### src/rtl/dmem_wr_capture_pkg.sv
// +------------------------------------------------------------------+
// | dmem_wr_capture_pkg: FSM state encodings and default widths      |
// | Rev 1.0                                                          |
// +------------------------------------------------------------------+
`default_nettype none

package dmem_wr_capture_pkg;

  typedef enum logic [2:0] {
    ST_IDLE    = 3'd0,
    ST_ARMED   = 3'd1,
    ST_CAPTURE = 3'd2,
    ST_DRAIN   = 3'd3,
    ST_DONE    = 3'd4
  } cap_state_t;

  localparam int c_DATA_W     = 32;
  localparam int c_CS_W       = 4;
  localparam int c_ADDR_W     = 8;
  localparam int c_FIFO_DEPTH = 16;
  localparam int c_LEN_W      = 12;

endpackage

`default_nettype wire

### src/rtl/dmem_cap_fifo.sv
// +------------------------------------------------------------------+
// | dmem_cap_fifo: synchronous show-ahead FIFO, push accepted when   |
// | full only if a pop happens in the same cycle. Rev 1.0            |
// +------------------------------------------------------------------+
`default_nettype none

module dmem_cap_fifo #(
  parameter int DEPTH = 16,
  parameter int WIDTH = 32
) (
  input  logic             clk,
  input  logic             rst,
  input  logic             i_push,
  input  logic [WIDTH-1:0] i_data,
  input  logic             i_pop,
  output logic [WIDTH-1:0] o_data,
  output logic             o_full,
  output logic             o_empty
);

  localparam int c_AW = $clog2(DEPTH);

  logic [WIDTH-1:0] r_mem [DEPTH];
  logic [c_AW:0]    r_wptr;
  logic [c_AW:0]    r_rptr;
  logic             w_wr;
  logic             w_rd;

  assign o_empty = (r_wptr == r_rptr);
  assign o_full  = (r_wptr[c_AW] != r_rptr[c_AW]) &&
                   (r_wptr[c_AW-1:0] == r_rptr[c_AW-1:0]);
  assign w_rd    = i_pop && !o_empty;
  assign w_wr    = i_push && (!o_full || w_rd);

  always_ff @(posedge clk or posedge rst) begin
    if (rst) begin
      r_wptr <= '0;
      r_rptr <= '0;
    end else begin
      if (w_wr) r_wptr <= r_wptr + (c_AW+1)'(1);
      if (w_rd) r_rptr <= r_rptr + (c_AW+1)'(1);
    end
  end

  always_ff @(posedge clk) begin
    if (w_wr) r_mem[r_wptr[c_AW-1:0]] <= i_data;
  end

  // Head word is forced to zero when empty so the output reads 0 after reset.
  assign o_data = o_empty ? '0 : r_mem[r_rptr[c_AW-1:0]];

endmodule

`default_nettype wire

### src/rtl/dmem_wr_capture.sv
// +------------------------------------------------------------------+
// | dmem_wr_capture: snoops core dmem writes in a cs/address window  |
// | into a FIFO drained over valid/ready. Macro DMEM_CAP_TAG_EN adds |
// | {cs,addr} tags to each word. Rev 1.0                             |
// +------------------------------------------------------------------+
`default_nettype none

module dmem_wr_capture
  import dmem_wr_capture_pkg::*;
#(
  parameter int DATA_W     = c_DATA_W,
  parameter int CS_W       = c_CS_W,
  parameter int ADDR_W     = c_ADDR_W,
  parameter int FIFO_DEPTH = c_FIFO_DEPTH,
  parameter int LEN_W      = c_LEN_W,
`ifdef DMEM_CAP_TAG_EN
  localparam int OUT_W     = DATA_W + CS_W + ADDR_W
`else
  localparam int OUT_W     = DATA_W
`endif
) (
  input  logic              clk,
  input  logic              reset_b,
  input  logic              dmem_en_b,
  input  logic              dmem_rw,
  input  logic [CS_W-1:0]   dmem_cs,
  input  logic [ADDR_W-1:0] dmem_addr,
  input  logic [DATA_W-1:0] dmem_wdat,
  input  logic [CS_W-1:0]   cfg_cs,
  input  logic [ADDR_W-1:0] cfg_lo,
  input  logic [ADDR_W-1:0] cfg_hi,
  input  logic [LEN_W-1:0]  cfg_len,
  input  logic              arm,
  input  logic              stop,
  output logic              m_valid,
  input  logic              m_ready,
  output logic [OUT_W-1:0]  m_data,
  output logic              busy,
  output logic              done,
  output logic              ovf,
  output logic [7:0]        drop_cnt
);

  cap_state_t        r_state;
  cap_state_t        w_state_nxt;
  logic [CS_W-1:0]   r_cfg_cs;
  logic [ADDR_W-1:0] r_cfg_lo;
  logic [ADDR_W-1:0] r_cfg_hi;
  logic [LEN_W-1:0]  r_cfg_len;
  logic [LEN_W-1:0]  r_cnt;
  logic              r_hit;
  logic [OUT_W-1:0]  r_word;
  logic              r_ovf;
  logic [7:0]        r_drop_cnt;

  logic              w_window;
  logic              w_limit;
  logic              w_accept;
  logic              w_start;
  logic              w_pop;
  logic              w_drop;
  logic              w_full;
  logic              w_empty;
  logic [OUT_W-1:0]  w_word;

`ifdef DMEM_CAP_TAG_EN
  assign w_word = {dmem_cs, dmem_addr, dmem_wdat};
`else
  assign w_word = dmem_wdat;
`endif

  assign w_window = !dmem_en_b && !dmem_rw && (dmem_cs == r_cfg_cs) &&
                    (dmem_addr >= r_cfg_lo) && (dmem_addr <= r_cfg_hi);
  assign w_limit  = (r_cfg_len != '0) && (r_cnt == r_cfg_len);
  // Hits are counted when snooped, so dropped words still consume the length budget.
  assign w_accept = w_window && !w_limit &&
                    ((r_state == ST_ARMED) || (r_state == ST_CAPTURE));
  assign w_start  = arm && !stop && ((r_state == ST_IDLE) || (r_state == ST_DONE));
  assign w_pop    = m_valid && m_ready;
  assign w_drop   = r_hit && w_full && !w_pop;

  always_comb begin
    w_state_nxt = r_state;
    case (r_state)
      ST_IDLE, ST_DONE: if (w_start) w_state_nxt = ST_ARMED;
      ST_ARMED: begin
        if (stop)          w_state_nxt = ST_DRAIN;
        else if (w_accept) w_state_nxt = ST_CAPTURE;
      end
      ST_CAPTURE: if (stop || w_limit) w_state_nxt = ST_DRAIN;
      // A snooped hit still in flight must land before the FIFO can be judged empty.
      ST_DRAIN: if (w_empty && !r_hit) w_state_nxt = ST_DONE;
      default: w_state_nxt = ST_IDLE;
    endcase
  end

  always_ff @(posedge clk or posedge reset_b) begin
    if (reset_b) begin
      r_state    <= ST_IDLE;
      r_cfg_cs   <= '0;
      r_cfg_lo   <= '0;
      r_cfg_hi   <= '0;
      r_cfg_len  <= '0;
      r_cnt      <= '0;
      r_hit      <= 1'b0;
      r_word     <= '0;
      r_ovf      <= 1'b0;
      r_drop_cnt <= '0;
    end else begin
      r_state <= w_state_nxt;
      r_hit   <= w_accept;
      if (w_accept) r_word <= w_word;
      if (w_start) begin
        r_cfg_cs   <= cfg_cs;
        r_cfg_lo   <= cfg_lo;
        r_cfg_hi   <= cfg_hi;
        r_cfg_len  <= cfg_len;
        r_cnt      <= '0;
        r_ovf      <= 1'b0;
        r_drop_cnt <= '0;
      end else begin
        if (w_accept && (r_cnt != '1)) r_cnt <= r_cnt + LEN_W'(1);
        if (w_drop) begin
          r_ovf <= 1'b1;
          if (r_drop_cnt != 8'hFF) r_drop_cnt <= r_drop_cnt + 8'd1;
        end
      end
    end
  end

  dmem_cap_fifo #(
    .DEPTH (FIFO_DEPTH),
    .WIDTH (OUT_W)
  ) u_fifo (
    .clk     (clk),
    .rst     (reset_b),
    .i_push  (r_hit),
    .i_data  (r_word),
    .i_pop   (w_pop),
    .o_data  (m_data),
    .o_full  (w_full),
    .o_empty (w_empty)
  );

  assign m_valid  = !w_empty;
  assign busy     = (r_state != ST_IDLE) && (r_state != ST_DONE);
  assign done     = (r_state == ST_DONE);
  assign ovf      = r_ovf;
  assign drop_cnt = r_drop_cnt;

endmodule

`default_nettype wire

### config.mk
export PLATFORM = sky130hd
export DESIGN_NAME = dmem_wr_capture
export DESIGN_NICKNAME = d
export VERILOG_FILES = /design/src/rtl/dmem_wr_capture_pkg.sv /design/src/rtl/dmem_cap_fifo.sv /design/src/rtl/dmem_wr_capture.sv
export SDC_FILE = /design/constraint.sdc
export NUM_CORES = 1
export LEC_CHECK = 0
export CAP_MARGIN = 20
export CORE_UTILIZATION = 25
export DETAILED_ROUTE_END_ITERATION = 8
export PLACE_DENSITY = 0.51
export RECOVER_POWER = 50
export SETUP_SLACK_MARGIN = 0.4
export SLEW_MARGIN = 20
export SYNTH_ARGS = -nofsm -noshare
export SYNTH_HDL_FRONTEND = slang
export SYNTH_SLANG_ARGS = --single-unit
### constraint.sdc
create_clock -name clk -period 4.3 [get_ports clk]
set_input_delay 0.645 -clock clk [delete_from_list [all_inputs] [get_ports clk]]
set_output_delay 0.645 -clock clk [all_outputs]
set_load 0.005 [all_outputs]
==> summary.md <==
| Metric | Value |
|---|---|
| Die Wd | `314 um` |
| Top post-synthesis cells by area | `edfxtp_1, mux4_2, dfrtp_1, mux2_2, nand2_1` |
| Ratio of cells with drive above 1 in the final layout | `24.8%` |
| Initial antenna violation count | `3` |
| H-tree depth | `2` |
| Slew @ Worst Pin | `2750 ps` |
| HPWL after DPL | `between 30 and 40 mm` |
| Core ar. | `0.0966 mm2` |
| Post-route DRC | `0` |
| Synthesized net count | `1334` |
| Crit-path cells | `buf_4, xor2_1, nor4_1, and2_2, buf_6, nor2b_1, clkdlybuf4s50_1` |
| Synth async-reset ratio | `roughly 16%` |
| Count leader, synth | `edfxtp_1` |
| CTS Buffer Depth | `3` |
| Max Freq | `0.259 GHz` |
| Slew margin rel. | `-83.5%` |
| Setup violators final | `0` |
| Worst hold-check path type | `flop to flop` |
| Routed via count | `12000` |
| CP Max Fanout | `21` |
| Pwr Density | `615 mW/mm2` |
| Largest net degree at the start of global routing | `61` |
| Clock sinks | `611` |
| Vias in the first global route | `12900` |
| Peak VDD IR | `0.000333 V` |
| Top FF cell, synth | `edfxtp_1` |
| Post-synth top area share | `63.1%` |
| Global-route wire length before repair | `87.5 mm` |
| I/O Buffers | `around 130` |
| WL/cell | `between 20 and 25 um` |
| Setup TNS | `0 ps` |
| Yosys top cell by area | `edfxtp_1` |
| Antenna fix cells | `0` |
| Top post-synthesis cells by count | `edfxtp_1, mux4_2, dfrtp_1, nand2_1, nor2b_1` |
| CP startpoint kind | `flop` |
| Slowest cell on the critical path | `clkdlybuf4s50_1` |
| Die height | `314 um` |
| Number of synthesized flops with an enable pin | `around 510` |
| Fin. max-slew vios | `82` |
| Worst path buffer plus inverter count | `3` |
| Final instance area | `0.0298 mm2` |
| Site Rows | `114` |
| Mapped Cells | `1228` |
| Crit-path leading delay family | `buffers and inverters` |
| Area grow syn2layout | `22.2%` |
| # IOs | `between 100 and 150` |
| Routed wire length | `59.0 mm` |
| Via/cell ratio | `~4.4` |
| Post-layout min period | `slightly below 4000 ps` |
| Yosys reg bits | `611` |
| Unique cell type count in the Yosys netlist | `49` |
| Initial drt markers | `slightly above 900` |
| Data required time of the critical path | `between 3000 and 4000 ps` |
| TritonCTS clock tree | `yes` |
| Final ANT Viol Nets | `0` |
| Overflow after GRT | `0` |
| Post-DP Area | `0.0275 mm2` |
| CTS clk-pin slew, worst paths | `60 ps` |
| Post-Syn Area | `0.0244 mm2` |
| Total GRT Usage | `12.1%` |
| Synthesized area per cell | `19.8 um2` |
| Failing checks | `max-capacitance violations, max-slew violations` |
| GP Congestion | `0.734` |
| Crit share post-route | `around 90%` |
| Register area share after synthesis | `73.3%` |
| Clock Skews | `49.7 ps` |
| Ys Warns | `0` |
| Pre-antenna DRT Iters | `5` |
| Crit path largest cell delay | `560 ps` |
| Fin nets | `1517` |
| Starting Density | `25.2%` |
| Cell depth of the worst setup path | `7` |
| Status | `finished, violations left` |
| Hold depth | `1` |
| Worst skew pair latency | `650 ps` |
| Root cell of the clock tree | `clkbuf_16` |
| Crit path kind | `flop to output pin` |
| R2R depth | `7` |
| Data arrival, critical path | `3210 ps` |
| Die area | `0.0987 mm2` |
| Final Hold Vio Count | `0` |
| Leakage power | `10.3 nW` |
| CTS Buf Count | `61` |
| Number of max-cap violations | `2` |
| Worst Setup End Kind | `output pin` |
| RSZ-0062 raised after global routing | `true` |
metal layers:
metal,global-route usage (%),part of all wire [%]
met5,0,0.061
met4,2.94,1.8
met3,2.23,5.1
met2,19.7,48
met1,16.5,45
report_power, final:
group,switching (mW),leakage [nW],internal (mW),total (mW)
Clock,2.27,0.961,3.07,5.34
Sequential,0.690,6.21,7.22,7.91
Combinational,2.14,3.11,2.93,5.07
per-stage QoR:
step	util [%]	cells	setup slack (ps)	hold slack (ps)	total power, mW
4_1_cts	30.7	2728	400	487	18.6
3_3_place_gp	28.5	2607	663	483	12.9
6_report	30.8	2737	441	484	18.3
2_1_floorplan	-	1228	401	450	11.0
3_5_place_dp	28.5	2607	652	478	13.0
5_1_grt	30.8	2737	262	500	19.3
final timing paths:
check	from	end	slack, ps
worst max-delay path	u_fifo.r_rptr[0]$_DFFE_PP0P_	m_data[6]	440
max in group asynchronous	reset_b	u_fifo.r_rptr[1]$_DFFE_PP0P_	880
min in group asynchronous	reset_b	r_hit$_DFF_PP0_	1440
worst max register to register	u_fifo.r_rptr[0]$_DFFE_PP0P_	u_fifo.r_mem[11][25]$_DFFE_PP_	970
worst min register to register	u_fifo.r_wptr[4]$_DFFE_PP0P_	u_fifo.r_wptr[4]$_DFFE_PP0P_	480
worst min-delay path	u_fifo.r_wptr[4]$_DFFE_PP0P_	u_fifo.r_wptr[4]$_DFFE_PP0P_	480
cells by family (layout without fill, tap and decap cells):
family / count (synthesis) / count (layout) / synth area share (%)
buffers and inverters: 86 / 319 / 1.80
DFF: 611 / 611 / 73.3
and+or+nand+nor: 217 / 217 / 4.42
muxes: 196 / 196 / 16.4
adders and majority gates: 23 / 23 / 1.18
AOI/OAI and AO/OA: 58 / 58 / 1.51
xor gates and xnor gates: 37 / 37 / 1.33
state kept, by name (all words and copies together), names as in the netlist:
register / cells
u_fifo.r_mem: 512
u_fifo.r_wptr: 5
r_cfg_hi: 8
ovf: 1
u_fifo.r_rptr: 5
r_state: 3
drop_cnt: 8
r_hit: 1
r_word: 32
r_cfg_lo: 8
r_cfg_len: 12
r_cnt: 12
r_cfg_cs: 4
worst reg2reg max path, delay by kind of cell (launching register included):
| kind | cells | cell delay [ps] |
|---|---|---|
| buffers and inverters | 2 | 510 |
| AO/OA/AOI/OAI | 1 | 690 |
| AND/OR/NAND/NOR | 3 | 1090 |
| flip-flops | 1 | 510 |
| XOR/XNOR | 1 | 160 |
final cells by class:
class,count,area [um2]
multi-input combinational,531,6160
clock inverter,24,294
tap,1276,1600
clock buffer,89,1710
fill,9275,66800
inverter,25,93.8
sequential,611,17900
timing repair buffer,181,2040
cells in the final DEF (no fill, tap or decap), types with 4 or more instances in the layout:
| cell type | instances |
|---|---|
| nor2_4 | 12 |
| ha_1 | 23 |
| nand2b_1 | 6 |
| nand3_1 | 10 |
| bufinv_16 | 5 |
| or3_1 | 8 |
| a21oi_1 | 15 |
| o21ai_0 | 24 |
| nor2b_1 | 34 |
| clkbuf_1 | 21 |
| and3_1 | 6 |
| nor2_1 | 16 |
| buf_12 | 22 |
| clkbuf_16 | 63 |
| mux2_2 | 33 |
| nor3_2 | 4 |
| nor3_1 | 5 |
| inv_1 | 24 |
| clkinv_1 | 8 |
| mux4_2 | 160 |
| buf_4 | 26 |
| nand2_1 | 88 |
| xnor2_1 | 20 |
| clkbuf_8 | 6 |
| edfxtp_1 | 512 |
| xor2_1 | 17 |
| clkdlybuf4s50_1 | 120 |
| dlymetal6s2s_1 | 4 |
| dfrtp_1 | 95 |
| nor4_1 | 5 |
| nand4_1 | 13 |
repair_timing:
item / in CTS / in global routing
setup endpoints to repair: 33 / 20
pin swaps: 0 / 0
gates cloned: 0 / 1
hold buffers: 0 / 0
gates resized for setup: 4 / 4
setup buffers: 8 / 8
Power figures use the tool's default switching activity.
